==> src/rtl/inst_fetch_pkg.sv <==
// Shared types and constants for the instruction-fetch front end.
package inst_fetch_pkg;

  localparam int RegW         = 32;
  localparam int IF2IDBusSize = 2 * RegW;
  localparam int JbrBusW      = RegW + 1;

  localparam logic [RegW-1:0] RESET_PC_DEFAULT = 32'h8000_0000;

  localparam logic [1:0] ST_IDLE    = 2'd0;
  localparam logic [1:0] ST_WAIT    = 2'd1;
  localparam logic [1:0] ST_DISCARD = 2'd2;

  typedef enum logic [1:0] {
    S_IDLE    = ST_IDLE,
    S_WAIT    = ST_WAIT,
    S_DISCARD = ST_DISCARD
  } fetch_state_e;

  typedef struct packed {
    logic [RegW-1:0] pc;
    logic [RegW-1:0] inst;
  } if2id_t;

  function automatic logic [RegW-1:0] pc_advance(input logic [RegW-1:0] pc,
                                                 input logic [RegW-1:0] step);
    return pc + step;
  endfunction

endpackage

==> src/rtl/inst_fetch_if.sv <==
// Fetch-side bus bundle: instruction SRAM request/response and the if_id handoff.
interface inst_fetch_if;
  import inst_fetch_pkg::*;

  logic            mem_start_o;
  logic            mem_rw_o;
  logic [23:0]     mem_addr_o;
  logic [RegW-1:0] mem_data_i;
  logic            mem_r_ready_i;
  logic            mem_busy_i;
  logic            if_valid_o;
  logic [RegW-1:0] if_pc_o;
  logic [RegW-1:0] if_inst_o;
  logic            id_ready_i;

  modport master (
    output mem_start_o, mem_rw_o, mem_addr_o, if_valid_o, if_pc_o, if_inst_o,
    input  mem_data_i, mem_r_ready_i, mem_busy_i, id_ready_i
  );

  modport slave (
    input  mem_start_o, mem_rw_o, mem_addr_o, if_valid_o, if_pc_o, if_inst_o,
    output mem_data_i, mem_r_ready_i, mem_busy_i, id_ready_i
  );
endinterface

==> src/rtl/fetch_fifo.sv <==
// Small power-of-two FIFO holding fetched {pc, inst} pairs; flush empties it in one cycle.
module fetch_fifo #(
  parameter int WIDTH = 64,
  parameter int DEPTH = 4
) (
  input  logic                     clk,
  input  logic                     rst,
  input  logic                     push,
  input  logic                     pop,
  input  logic                     flush,
  input  logic [WIDTH-1:0]         wdata,
  output logic [WIDTH-1:0]         head,
  output logic                     empty,
  output logic                     full,
  output logic [$clog2(DEPTH):0]   count
);

  localparam int AW = $clog2(DEPTH);
  localparam logic [AW:0] CAP = (AW+1)'(DEPTH);

  logic [WIDTH-1:0] mem [DEPTH];
  logic [AW-1:0]    wr_ptr;
  logic [AW-1:0]    rd_ptr;
  logic [AW:0]      cnt;
  logic             do_push;
  logic             do_pop;

  assign do_pop  = pop && (cnt != {(AW+1){1'b0}});
  assign do_push = push && ((cnt != CAP) || do_pop);

  // Pointers and occupancy; pointers wrap naturally at DEPTH.
  always_ff @(posedge clk) begin
    if (rst || flush) begin
      wr_ptr <= {AW{1'b0}};
      rd_ptr <= {AW{1'b0}};
      cnt    <= {(AW+1){1'b0}};
    end else begin
      if (do_push) wr_ptr <= wr_ptr + AW'(1);
      if (do_pop)  rd_ptr <= rd_ptr + AW'(1);
      case ({do_push, do_pop})
        2'b10:   cnt <= cnt + (AW+1)'(1);
        2'b01:   cnt <= cnt - (AW+1)'(1);
        default: cnt <= cnt;
      endcase
    end
  end

  // Storage array, written only on an accepted push.
  always_ff @(posedge clk) begin
    if (do_push && !flush && !rst) begin
      mem[wr_ptr] <= wdata;
    end
  end

  assign head  = mem[rd_ptr];
  assign empty = (cnt == {(AW+1){1'b0}});
  assign full  = (cnt == CAP);
  assign count = cnt;

endmodule

==> src/rtl/inst_fetch.sv <==
// Instruction-fetch front end: owns the fetch PC, issues one SRAM read at a time,
// buffers returned words for ID and squashes everything on a jump/branch redirect.
module inst_fetch
  import inst_fetch_pkg::*;
#(
  parameter logic [RegW-1:0] RESET_PC   = RESET_PC_DEFAULT,
  parameter int              IBUF_DEPTH = 4,
  parameter logic [RegW-1:0] PC_STEP    = 32'd4
) (
  input  logic               clk_i,
  input  logic               rst_i,
  input  logic [JbrBusW-1:0] jbr_bus_i,
  inst_fetch_if.master       bus
);

  localparam int CW = $clog2(IBUF_DEPTH) + 1;
  localparam logic [CW-1:0] FIFO_CAP = CW'(IBUF_DEPTH);

  fetch_state_e    state;
  fetch_state_e    state_next;
  logic [RegW-1:0] fetch_pc;
  logic [RegW-1:0] fetch_pc_adv;
  logic [RegW-1:0] fetch_pc_d;
  logic [RegW-1:0] req_pc;
  logic [RegW-1:0] target;
  logic            redirect;
  logic            start;
  logic            push;
  logic            pop;
  logic            if_valid;
  logic            fifo_empty;
  logic            fifo_full;
  logic [CW-1:0]   fifo_count;
  if2id_t          head;
  if2id_t          push_entry;

  assign redirect   = jbr_bus_i[JbrBusW-1];
  assign target     = jbr_bus_i[RegW-1:0];
  assign push_entry = {req_pc, bus.mem_data_i};
  assign fetch_pc_d = redirect ? target : fetch_pc_adv;

  // FSM state, fetch PC and the address of the request in flight.
  always_ff @(posedge clk_i) begin
    if (rst_i) begin
      state    <= S_IDLE;
      fetch_pc <= RESET_PC;
      req_pc   <= RESET_PC;
    end else begin
      state    <= state_next;
      fetch_pc <= fetch_pc_d;
      if (start) req_pc <= fetch_pc;
    end
  end

  // Next state, request pulse and push; a start reserves a FIFO slot, so the full
  // check on push only matters if that invariant is ever broken.
  always_comb begin
    state_next   = state;
    fetch_pc_adv = fetch_pc;
    start        = 1'b0;
    push         = 1'b0;
    case (state)
      S_IDLE: begin
        if (!rst_i && !redirect && !bus.mem_busy_i && (fifo_count < FIFO_CAP)) begin
          start      = 1'b1;
          state_next = S_WAIT;
        end else begin
          state_next = S_IDLE;
        end
      end
      S_WAIT: begin
        if (bus.mem_r_ready_i && !redirect && !fifo_full) begin
          push         = 1'b1;
          fetch_pc_adv = pc_advance(req_pc, PC_STEP);
          state_next   = S_IDLE;
        end else if (bus.mem_r_ready_i) begin
          state_next = S_IDLE;
        end else if (redirect) begin
          state_next = S_DISCARD;
        end else begin
          state_next = S_WAIT;
        end
      end
      S_DISCARD: begin
        if (bus.mem_r_ready_i) begin
          state_next = S_IDLE;
        end else begin
          state_next = S_DISCARD;
        end
      end
      default: begin
        state_next = S_IDLE;
      end
    endcase
  end

  fetch_fifo #(
    .WIDTH (IF2IDBusSize),
    .DEPTH (IBUF_DEPTH)
  ) u_fifo (
    .clk   (clk_i),
    .rst   (rst_i),
    .push  (push),
    .pop   (pop),
    .flush (redirect),
    .wdata (push_entry),
    .head  (head),
    .empty (fifo_empty),
    .full  (fifo_full),
    .count (fifo_count)
  );

  assign if_valid = !fifo_empty && !redirect;
  assign pop      = if_valid && bus.id_ready_i;

  assign bus.mem_start_o = start;
  assign bus.mem_rw_o    = 1'b1;
  assign bus.mem_addr_o  = (state == S_IDLE) ? fetch_pc[23:0] : req_pc[23:0];
  assign bus.if_valid_o  = if_valid;
  assign bus.if_pc_o     = fifo_empty ? {RegW{1'b0}} : head.pc;
  assign bus.if_inst_o   = fifo_empty ? {RegW{1'b0}} : head.inst;

endmodule

==> src/flat_wrapper.sv <==
// flat-port wrapper written by rule: the top's interface ports become plain ports
module inst_fetch_flat import inst_fetch_pkg::*;
#(
  parameter logic [RegW-1:0] RESET_PC   = RESET_PC_DEFAULT,
  parameter int              IBUF_DEPTH = 4,
  parameter logic [RegW-1:0] PC_STEP    = 32'd4
)
  (clk_i, rst_i, jbr_bus_i, bus_mem_start_o, bus_mem_rw_o, bus_mem_addr_o, bus_if_valid_o, bus_if_pc_o, bus_if_inst_o, bus_mem_data_i, bus_mem_r_ready_i, bus_mem_busy_i, bus_id_ready_i);
  inst_fetch_if bus_i ();
  input  logic clk_i;
  input  logic rst_i;
  input  logic [JbrBusW-1:0] jbr_bus_i;
  output wire logic [$bits(bus_i.mem_start_o)-1:0] bus_mem_start_o;
  output wire logic [$bits(bus_i.mem_rw_o)-1:0] bus_mem_rw_o;
  output wire logic [$bits(bus_i.mem_addr_o)-1:0] bus_mem_addr_o;
  output wire logic [$bits(bus_i.if_valid_o)-1:0] bus_if_valid_o;
  output wire logic [$bits(bus_i.if_pc_o)-1:0] bus_if_pc_o;
  output wire logic [$bits(bus_i.if_inst_o)-1:0] bus_if_inst_o;
  input wire logic [$bits(bus_i.mem_data_i)-1:0] bus_mem_data_i;
  input wire logic [$bits(bus_i.mem_r_ready_i)-1:0] bus_mem_r_ready_i;
  input wire logic [$bits(bus_i.mem_busy_i)-1:0] bus_mem_busy_i;
  input wire logic [$bits(bus_i.id_ready_i)-1:0] bus_id_ready_i;
  assign bus_mem_start_o = bus_i.mem_start_o;
  assign bus_mem_rw_o = bus_i.mem_rw_o;
  assign bus_mem_addr_o = bus_i.mem_addr_o;
  assign bus_if_valid_o = bus_i.if_valid_o;
  assign bus_if_pc_o = bus_i.if_pc_o;
  assign bus_if_inst_o = bus_i.if_inst_o;
  assign bus_i.mem_data_i = bus_mem_data_i;
  assign bus_i.mem_r_ready_i = bus_mem_r_ready_i;
  assign bus_i.mem_busy_i = bus_mem_busy_i;
  assign bus_i.id_ready_i = bus_id_ready_i;
  inst_fetch #(.RESET_PC(RESET_PC), .IBUF_DEPTH(IBUF_DEPTH), .PC_STEP(PC_STEP)) u_core (.clk_i(clk_i), .rst_i(rst_i), .jbr_bus_i(jbr_bus_i), .bus(bus_i));
endmodule
==> config.mk <==
export PLATFORM = sky130hd
export DESIGN_NAME = inst_fetch_flat
export DESIGN_NICKNAME = d
export VERILOG_FILES = /design/src/rtl/inst_fetch_pkg.sv /design/src/rtl/inst_fetch_if.sv /design/src/rtl/fetch_fifo.sv /design/src/rtl/inst_fetch.sv /design/src/flat_wrapper.sv
export SDC_FILE = /design/constraint.sdc
export NUM_CORES = 1
export LEC_CHECK = 0
export CAP_MARGIN = 20
export CORE_AREA = 2 2 134 234
export CTS_BUF_LIST = sky130_fd_sc_hd__clkbuf_4 sky130_fd_sc_hd__clkbuf_8 sky130_fd_sc_hd__clkbuf_16
export CTS_CLUSTER_DIAMETER = 150
export CTS_CLUSTER_SIZE = 24
export DETAILED_ROUTE_END_ITERATION = 12
export DIE_AREA = 0 0 136 236
export PLACE_DENSITY = 0.68
export SETUP_SLACK_MARGIN = 0.05
export SLEW_MARGIN = 10
export SYNTH_ARGS = -nofsm -noshare
export SYNTH_HDL_FRONTEND = slang
export SYNTH_SLANG_ARGS = --single-unit
==> constraint.sdc <==
create_clock -name clk_i -period 3.5 [get_ports clk_i]
set_clock_uncertainty 0.15 [all_clocks]
set_input_delay 0.525 -clock clk_i [delete_from_list [all_inputs] [get_ports clk_i]]
set_output_delay 0.525 -clock clk_i [all_outputs]
set_load 0.01 [all_outputs]
==> results of run 1 <==
## synthesized netlist by cell type, types with 9 or more instances
library cell  number  area [um^2]
nor3b_1           11         82.6
nand2_1           89          334
dfxtp_1           75         1500
o21ai_1            9         45.0
xor2_1            11         96.3
xnor2_1           12          105
buf_2             19         95.1
edfxtp_1         256         7690
mux4_2            64         1440
nor2_1            19         71.3
and2_1            68          425
nand3_1            9         45.0
a22oi_1           18          135
clkbuf_1          31          116
inv_1             12         45.0
a21oi_1           61          305
mux2_2            21          236
nor3_1             9         45.0
## per-layer routing
metal,wire length (um),global-route usage (%)
met5,0,0
met4,801,6.06
met2,15900,33.9
met3,1150,1.63
met1,11200,21.6
## how the worst max path moves through the flow
stage	cells past startpoint	endpoint	from	slack (ns)
6_report	4	bus_if_pc_o[29]	flip-flop	0.22
5_1_grt	4	bus_if_inst_o[15]	flip-flop	0.07
4_1_cts	3	bus_if_valid_o	u_core.u_fifo.count[2]	0.09
3_5_place_dp	3	bus_if_valid_o	u_core.u_fifo.count[2]	0.46
3_3_place_gp	3	bus_if_valid_o	u_core.u_fifo.count[2]	0.48
2_1_floorplan	5	u_core.u_fifo.mem[0][0]	jbr_bus_i[32]	0.09
## cell families after synthesis
family                   count (synthesis)  synth area share [%]
adder cells (fa/ha/maj)                  7                 0.706
multiplexers                            88                  12.7
flip-flops                             331                  68.2
buffers and inverters                   69                  2.21
AND/OR/NAND/NOR                        239                  9.39
XOR/XNOR                                23                  1.49
AO/OA/AOI/OAI                          118                  5.32
other                                    1                0.0278
## power groups by stage
stage,Sequential (mW),Combinational [mW],Clock (mW)
3_3_place_gp,4.35,0.304,0
4_1_cts,4.26,0.308,2.25
2_1_floorplan,4.34,0.131,0
5_1_grt,4.27,0.328,2.37
3_5_place_dp,4.35,0.306,0
6_report,4.26,0.304,2.18
## area by class of cell
| cell class | count | area, um^2 |
|---|---|---|
| multi-input cells | 476 | 4020 |
| clock buffers | 28 | 508 |
| clock inverters | 2 | 15.0 |
| repair buffers | 186 | 1860 |
| well taps | 391 | 489 |
| inverters | 14 | 52.6 |
| flip-flops and latches | 331 | 9200 |
| fillers | 2603 | 14300 |
## sequential cells by signal, indices dropped and copies added (netlist names), named ones only
name	count
u_core.u_fifo.mem	256
u_core.fetch_pc	32
u_core.req_pc	32
u_core.u_fifo.count	3
u_core.state	2
u_core.u_fifo.rd_ptr	2
u_core.u_fifo.wr_ptr	2
## worst max-delay path, cell delays in order, from the launching register on
cell             delay [ns]
dfxtp_4                0.59
buf_12                 0.26
mux4_2                 0.58
and2_1                 0.18
clkdlybuf4s50_1        0.47
## per-stage QoR
stage	hold WS (ns)	instance area [um^2]	setup WS, ns	std cells
after floorplan	0.277	13500	0.0856	876
after global placement	0.280	15600	0.482	1398
after detailed placement	0.294	15600	0.465	1398
after CTS	0.287	16100	0.0892	1428
after global routing	0.332	16100	0.0725	1428
final	0.294	16100	0.222	1428
## placed cells by master (no fill, tap or decap), types with 3 or more instances in the layout
cell	Yosys	routed
mux2_2	21	21
ha_1	6	6
dfxtp_1	75	73
and4_1	3	3
edfxtp_1	256	256
clkbuf_4	0	11
nor3b_1	11	11
nor4_1	7	7
mux4_2	64	64
xnor2_1	12	12
a21oi_1	61	61
o21ai_1	9	9
a22oi_1	18	18
a221oi_1	4	4
nor3_1	9	9
buf_4	2	21
nor2_1	19	18
o31a_1	3	3
nand3_1	9	9
clkbuf_16	0	17
and2_4	0	4
o22ai_1	8	8
clkdlybuf4s50_1	0	157
and2_1	68	64
inv_1	12	12
buf_12	0	6
nand2_1	89	89
o21ai_0	5	5
nand4_1	6	6
xor2_1	11	11
o21a_1	5	5
==> results.cfg, run 1 <==
[critical_path]
cp.arrival_ns = 2.60
rrSetupSlack_ns = 0.92
crit_type = reg2out
start_kind = flip-flop
critPathRequiredTime_ns = 2.82
end_kind = output pin
path_max_fanout = 20
r2r_end = u_core.u_fifo.count[2]
r2r-start = u_core.u_fifo.count[2]
reg2regPathDepth = 9

[detailed_routing]
drt_iter0_markers = 505
vias = 7746
remaining_drc_errors = 0
viasPerCell = 5.42
firstDrtPassIters = 5
drt-total-wl_um = 29000
drt-wirelength-per-cell_um = 20.3
drtAntennaViolNets = 0

[clocking]
postCtsSetupBuffers = 0
numCtsBuffers = 17
insertion_delay_ns = 0.52
cts_tree = built
cts_hold_buf = 0
cts_sinks = 331
ctsHtreeMaxLevel = 1
cts_root_buf = clkbuf_16
clockBufferDepth = 3
clk_transition_reported_paths_ns = 0.10
cts_resized = 1

[timing]
tns_ns = 0
setup_violations = 0
drv_slew = 0
min_period_ns = 3.28
fmax_mhz = 305
max_slew_margin_pct = 31.9
finalHoldViolCount = 0
worstMarginPinSlew_ns = 1.02
rsz0062_at_grt = no
fin_crit_sh_pct = 93.7

[place]
finalWeightedCongestion = 0.778
port-buffer-count = 159
dp_hpwl_um = 19000

[pwr]
p_seq_share_pct = 63.2
p_sw_share_pct = 19.8
peakVddDrop_mv = 0.278
p_int_mw = 5.41
p_sw_mw = 1.34
power_leakage_nw = 5.02
clkPwrFrac_pct = 32.3
p_per_area_mw_per_mm2 = 418
finalPower_mw = 6.75
p_comb_share_pct = 4.5

[logic_synthesis]
netlist_area_mm2 = 0.0135
synth_warnings = 0
synthesis.nets = 953
avgSynthCellArea_um2 = 15.4
synthArstFlopShare_pct = 0
synth_edf_count = 256
syn_inst = 876
synth_seq_cells = 331
synth_ff_type = edfxtp_1
yosysSeqAreaShare_pct = 68.2
ys_types = 51

[cells_and_area]
antenna_cells = 0
synthToLayoutAreaGrowth_pct = 19.8
fin_util_pct = 53.1
drive_gt1_share_pct = 15.8
nets = 1103

[global_routing]
grt_max_degree = 67
grt_first_pass_wirelength_um = 44300
grt_pass1_vias = 7889
antenna_found_initial = 0
groute.usage.overall_pct = 18.2
gr-total-overflow = 0

[die]
die-area_mm2 = 0.0321
die_x_um = 136
coreArea_mm2 = 0.0304
num_rows = 85
dieHeight_um = 236
ios = 161
start_util_pct = 44.3

[worst_hold_path]
min-delay-start = u_core.fetch_pc[30]
worstHoldPathCells = 2
hold_end = u_core.req_pc[30]
hold_class = reg2reg

[status]
status = complete, no violations

[flow_run]
maxCapViolCount = 0
No activity file was read; power rests on OpenSTA's default activity.
==> run 2, diff against run 1 <==
ABC_AREA = 1   (was default)
CAP_MARGIN = default   (was 20)
CORE_AREA = 2 2 137 239   (was 2 2 134 234)
DIE_AREA = 0 0 139 241   (was 0 0 136 236)
PLACE_DENSITY = 0.67   (was 0.68)
SKIP_LAST_GASP = 1   (was default)
==> run 2 against run 1 <==
Register-to-register slack gained 0.26 ns. Utilization shrank 0.25 points. Sequential power is 2% higher. Fmax down 0.46%. Critical endpoint is now bus_if_pc_o[28].
==> results.cfg, run 2 <==
[status]
status = complete, no violations

[critical_path]
r2r_end = u_core.u_fifo.mem[0][34]
rrSetupSlack_ns = 1.18
path_max_fanout = 38
r2r-start = u_core.u_fifo.count[1]
crit_type = reg2out
reg2regPathDepth = 7
critPathRequiredTime_ns = 2.82
start_kind = flip-flop
cp.arrival_ns = 2.62
end_kind = output pin

[cells_and_area]
seqCellArea_mm2 = 0.00919
synthToLayoutAreaGrowth_pct = 18.6
layout_common_cells = 294 x nor2_1, 256 x edfxtp_1, 202 x nand2_1, 201 x o21ai_0, 159 x clkdlybuf4s50_1
layout_commonest_cell = nor2_1
reg_top3 = u_core.u_fifo.mem (256), u_core.fetch_pc (32), u_core.req_pc (32)
drive_gt1_share_pct = 5.51
fin_cells = 1940
nets = 1610
fill_cells = 2804
largest_reg_flops = 256
top_register = u_core.u_fifo.mem
multi_input_comb_area_mm2 = 0.00417
final_area_mm2 = 0.0166
antenna_cells = 0

[clocking]
insertion_delay_ns = 0.53
numCtsBuffers = 17
cts_tree = built
clockBufferDepth = 3
cts_root_buf = clkbuf_16
ctsHtreeMaxLevel = 1
cts_sinks = 331
clk_transition_reported_paths_ns = 0.09

[logic_synthesis]
netlist_top_cells_area = edfxtp_1 55%, dfxtp_1 11%, nor2_1 8.0%
yosysSeqAreaShare_pct = 65.6
netlist_area_mm2 = 0.0140
synth_seq_cells = 331
synth_ff_type = edfxtp_1
ys_types = 36
synth_top_area_share_pct = 54.9
synth_top_area_cell = edfxtp_1
syn_inst = 1407
synthesis.nets = 1484
netlist_top_cells_count = 298 x nor2_1, 256 x edfxtp_1, 202 x nand2_1
post-synth-top-count-cell = nor2_1
synthArstFlopShare_pct = 0
avgSynthCellArea_um2 = 9.95
synth_edf_count = 256
synth_warnings = 0

[die]
die_x_um = 139
coreArea_mm2 = 0.0314
ios = 161
start_util_pct = 44.5
dieHeight_um = 241
num_rows = 86
die-area_mm2 = 0.0335

[global_routing]
grt_use_met2_pct = 37.4
grt_use_met1_pct = 23.4
grt_first_pass_wirelength_um = 52500
grt_pass1_vias = 9878
antenna_found_initial = 0
groute.usage.overall_pct = 19.9
gr-total-overflow = 0
met3_usage_pct = 1.59
grt_max_degree = 81
grt.busiest_layer = met2

[worst_hold_path]
worstHoldPathCells = 2
hold_end = u_core.req_pc[29]
hold_class = reg2reg
min-delay-start = u_core.fetch_pc[29]

[detailed_routing]
vias = 10100
viasPerCell = 5.20
drt_iter0_markers = 849
drt-wirelength-per-cell_um = 17.8
drtAntennaViolNets = 0
remaining_drc_errors = 0
firstDrtPassIters = 5
drt-total-wl_um = 34500

[timing]
max_slew_margin_pct = 37.5
min_period_ns = 3.29
rsz0062_at_grt = no
fin_crit_sh_pct = 94.1
fmax_mhz = 304
tns_ns = 0
setup_violations = 0
finalHoldViolCount = 0
worstMarginPinSlew_ns = 0.936
drv_slew = 0

[place]
dp_hpwl_um = 21700
postPlaceCellArea_mm2 = 0.0160
finalWeightedCongestion = 0.879
placedCellCount = 1909
port-buffer-count = 159

[pwr]
p_per_area_mw_per_mm2 = 417
peakVddDrop_mv = 0.310
power_leakage_nw = 5.75

[flow_run]
maxCapViolCount = 0
## run 2: routing by layer
metal / vias to the layer above / part of all wire [%]
met1: 4759 / 40
met2: 267 / 53
met4: 0 / 3.5
met3: 58 / 4.0
li1: 5007 / -
met5: - / 0
## run 2: logic make-up (layout without fill, tap and decap cells)
| kind of cell | after synthesis | in the layout | synth area share (%) |
|---|---|---|---|
| AOI/OAI and AO/OA | 337 | 337 | 12.2 |
| xor gates and xnor gates | 5 | 5 | 0.313 |
| adders and majority gates | 7 | 7 | 0.679 |
| buffers and inverters | 164 | 301 | 4.84 |
| DFF | 331 | 331 | 65.6 |
| other | 1 | 1 | 0.0268 |
| and+or+nand+nor | 562 | 562 | 16.3 |
## run 2: area by class of cell
type	instances	area share [%]
clock buffers	28	3.06
clock inverters	2	0.0980
inverters	90	2.04
multi-input cells	912	25.1
flip-flops and latches	331	55.4
well taps	396	2.99
repair buffers	181	11.3
## run 2: how the worst max path moves through the flow
stage	to	slack [ns]	cells after the start
floorplan	u_core.u_fifo.mem[0][0]	0.02	6
global placement	u_core.u_fifo.mem[0][24]	0.39	7
detailed placement	u_core.u_fifo.mem[0][24]	0.35	7
CTS	bus_if_pc_o[28]	0.07	5
global route	bus_if_inst_o[30]	0.07	6
finish	bus_if_pc_o[28]	0.21	6
## run 2: worst max-delay path, cell delays in order, from the launching register on
cell,delay [ns]
dfxtp_2,0.34
inv_2,0.61
buf_4,0.32
nor2_1,0.06
o21ai_0,0.08
a21oi_1,0.15
clkdlybuf4s50_1,0.51
## run 2: per-stage QoR
step                power [mW]  setup slack [ns]  hold slack [ns]  utilization [%]
detailed placement        4.80             0.350            0.302             51.1
global placement          4.79             0.390            0.301             51.1
floorplan                 4.57            0.0219            0.275                -
global route              7.14            0.0736            0.336             52.8
CTS                       6.96            0.0720            0.316             52.7
finish                    6.92             0.207            0.312             52.8
## run 2: power by group
group	switching [mW]	total, mW	internal, mW
sequential	0.0643	4.33	4.27
combinational	0.204	0.381	0.177
clock	1.19	2.21	1.02
total	1.46	6.92	5.46
## run 2: timing repair
action                     CTS  global route
setup endpoints to repair    0             8
hold buffers                 0             0
buffers inserted             0             1
resized for setup            0             1
==> run 3, diff against run 2 <==
PLACE_DENSITY = 0.64   (was 0.67)
clock period = 3.2 ns   (was 3.5 ns; I/O delays follow)
==> run 3 against run 2 <==
Routed wire length grew 1.8%. Setup slack lost 0.071 ns. Combinational power grew 9.7%. Final area grew 0.46%. Hold slack gained 0.0015 ns. Sequential share of layout area shrank 0.25 points. Largest cell class unchanged.
==> results.cfg, run 3 (same netlist as run 2, synthesis figures left out) <==
[status]
status = complete, no violations

[pwr]
p_sw_share_pct = 21.2
power_leakage_nw = 5.78
peakVddDrop_mv = 0.446
p_seq_share_pct = 62.5
p_comb_share_pct = 5.5
clkPwrFrac_pct = 32.0
p_int_mw = 5.98
p_per_area_mw_per_mm2 = 455
p_sw_mw = 1.61

[place]
port-buffer-count = 159
finalWeightedCongestion = 0.895
dp_hpwl_um = 21900
place_ws_ns = 0.401

[clocking]
cts_sinks = 331
cts_root_buf = clkbuf_16
clockBufferDepth = 3
postCtsSetupBuffers = 0
clk_transition_reported_paths_ns = 0.09
cts_hold_buf = 0
numCtsBuffers = 17
cts_tree = built
insertion_delay_ns = 0.53
ctsHtreeMaxLevel = 1

[cells_and_area]
nets = 1612
antenna_cells = 0
synthToLayoutAreaGrowth_pct = 19.1
top_register = u_core.u_fifo.mem
layout_commonest_cell = nor2_1
fill_cells = 2818
drive_gt1_share_pct = 5.89
layout_common_cells = 294 x nor2_1, 256 x edfxtp_1, 202 x nand2_1, 201 x o21ai_0, 159 x clkdlybuf4s50_1
reg_top3 = u_core.u_fifo.mem (256), u_core.fetch_pc (32), u_core.req_pc (32)
largest_reg_flops = 256
fin_util_pct = 53.1

[critical_path]
r2r_end = u_core.req_pc[9]
critPathRequiredTime_ns = 2.57
r2r-start = u_core.state[0]
rrSetupSlack_ns = 0.97
end_kind = output pin
cp.arrival_ns = 2.43
reg2regPathDepth = 7
path_max_fanout = 40
crit_type = reg2out
start_kind = flip-flop

[timing]
drv_slew = 0
fin_crit_sh_pct = 95.7
tns_ns = 0
worstMarginPinSlew_ns = 0.934
max_slew_margin_pct = 37.8
fin_ws_ns = 0.136
setup_violations = 0
fmax_mhz = 326
finalHoldViolCount = 0
rsz0062_at_grt = yes
min_period_ns = 3.06

[detailed_routing]
drt-total-wl_um = 35100
remaining_drc_errors = 0
drtAntennaViolNets = 0
firstDrtPassIters = 5
viasPerCell = 5.29
drt-wirelength-per-cell_um = 18.1
vias = 10300
drt_iter0_markers = 770

[die]
num_rows = 86
die-area_mm2 = 0.0335
dieHeight_um = 241
ios = 161
start_util_pct = 44.5
coreArea_mm2 = 0.0314
die_x_um = 139

[flow_run]
maxCapViolCount = 0

[global_routing]
groute.usage.overall_pct = 20.3
antenna_found_initial = 0
grt_pass1_vias = 9901
gr-total-overflow = 0
grt_max_degree = 83
grt_first_pass_wirelength_um = 53800

[worst_hold_path]
hold_class = reg2reg
hold_end = u_core.req_pc[30]
min-delay-start = u_core.fetch_pc[30]
worstHoldPathCells = 2
-- run 3: changes by cell type in the layout (fill, tap and decap cells not counted), sizes merged --
cell,delta
buf,+2
clkinv,+1
inv,-1
-- run 3: critical path, cell delays in order, from the launching register on --
cell	delay (ns)
dfxtp_4	0.41
clkinv_2	0.21
buf_12	0.24
o21ai_0	0.11
a21oi_1	0.31
clkdlybuf4s50_1	0.61
-- run 3: area by class of cell --
type / count / area (um^2) / share of cell area (%)
sequential: 331 / 9190 / 55.1
multi-input combinational: 912 / 4180 / 25.1
timing repair buffer: 183 / 1930 / 11.6
clock buffer: 28 / 508 / 3.05
tap: 396 / 495 / 2.97
inverter: 90 / 344 / 2.06
clock inverter: 2 / 16.3 / 0.0976
-- run 3: power by group through the flow --
stage	Clock (mW)	Sequential, mW	Combinational [mW]
after floorplan	0	4.81	0.196
after global placement	0	4.83	0.415
after detailed placement	0	4.83	0.419
after CTS	2.48	4.73	0.422
after global routing	2.62	4.74	0.461
final	2.43	4.74	0.418
-- run 3: through the flow --
step,hold slack [ns],cells,instance area [um^2],power (mW)
detailed placement,0.302,1911,16100,5.25
floorplan,0.275,1407,14000,5.00
finish,0.314,1942,16700,7.58
global route,0.331,1942,16700,7.83
global placement,0.292,1911,16100,5.24
CTS,0.315,1941,16600,7.64
-- run 3: layer usage --
metal	wire length, um	GRT usage [%]	vias to the layer above
met4	1000	7.16	0
met3	1470	1.77	52
met1	13700	24.0	4910
met2	18900	38.5	289
met5	0	0	-
li1	-	-	5020
-- run 3: what timing repair did --
item,CTS,global route
endpoints found under the hold margin,0,0
endpoints found under the setup margin,29,23
resized for setup,4,10
gates cloned,0,1
-- run 3: worst max-delay path by stage --
stage                                   end          start  cells past startpoint  slack, ns
finish                      bus_if_pc_o[14]      flip-flop                      5       0.14
global route                bus_if_pc_o[14]      flip-flop                      6       0.02
CTS                         bus_if_pc_o[22]      flip-flop                      6       0.03
detailed placement  u_core.u_fifo.mem[2][8]  jbr_bus_i[32]                      7       0.40
global placement     u_core.u_fifo.count[2]  jbr_bus_i[32]                     11       0.39
floorplan           u_core.u_fifo.mem[0][0]  jbr_bus_i[32]                      6      -0.23
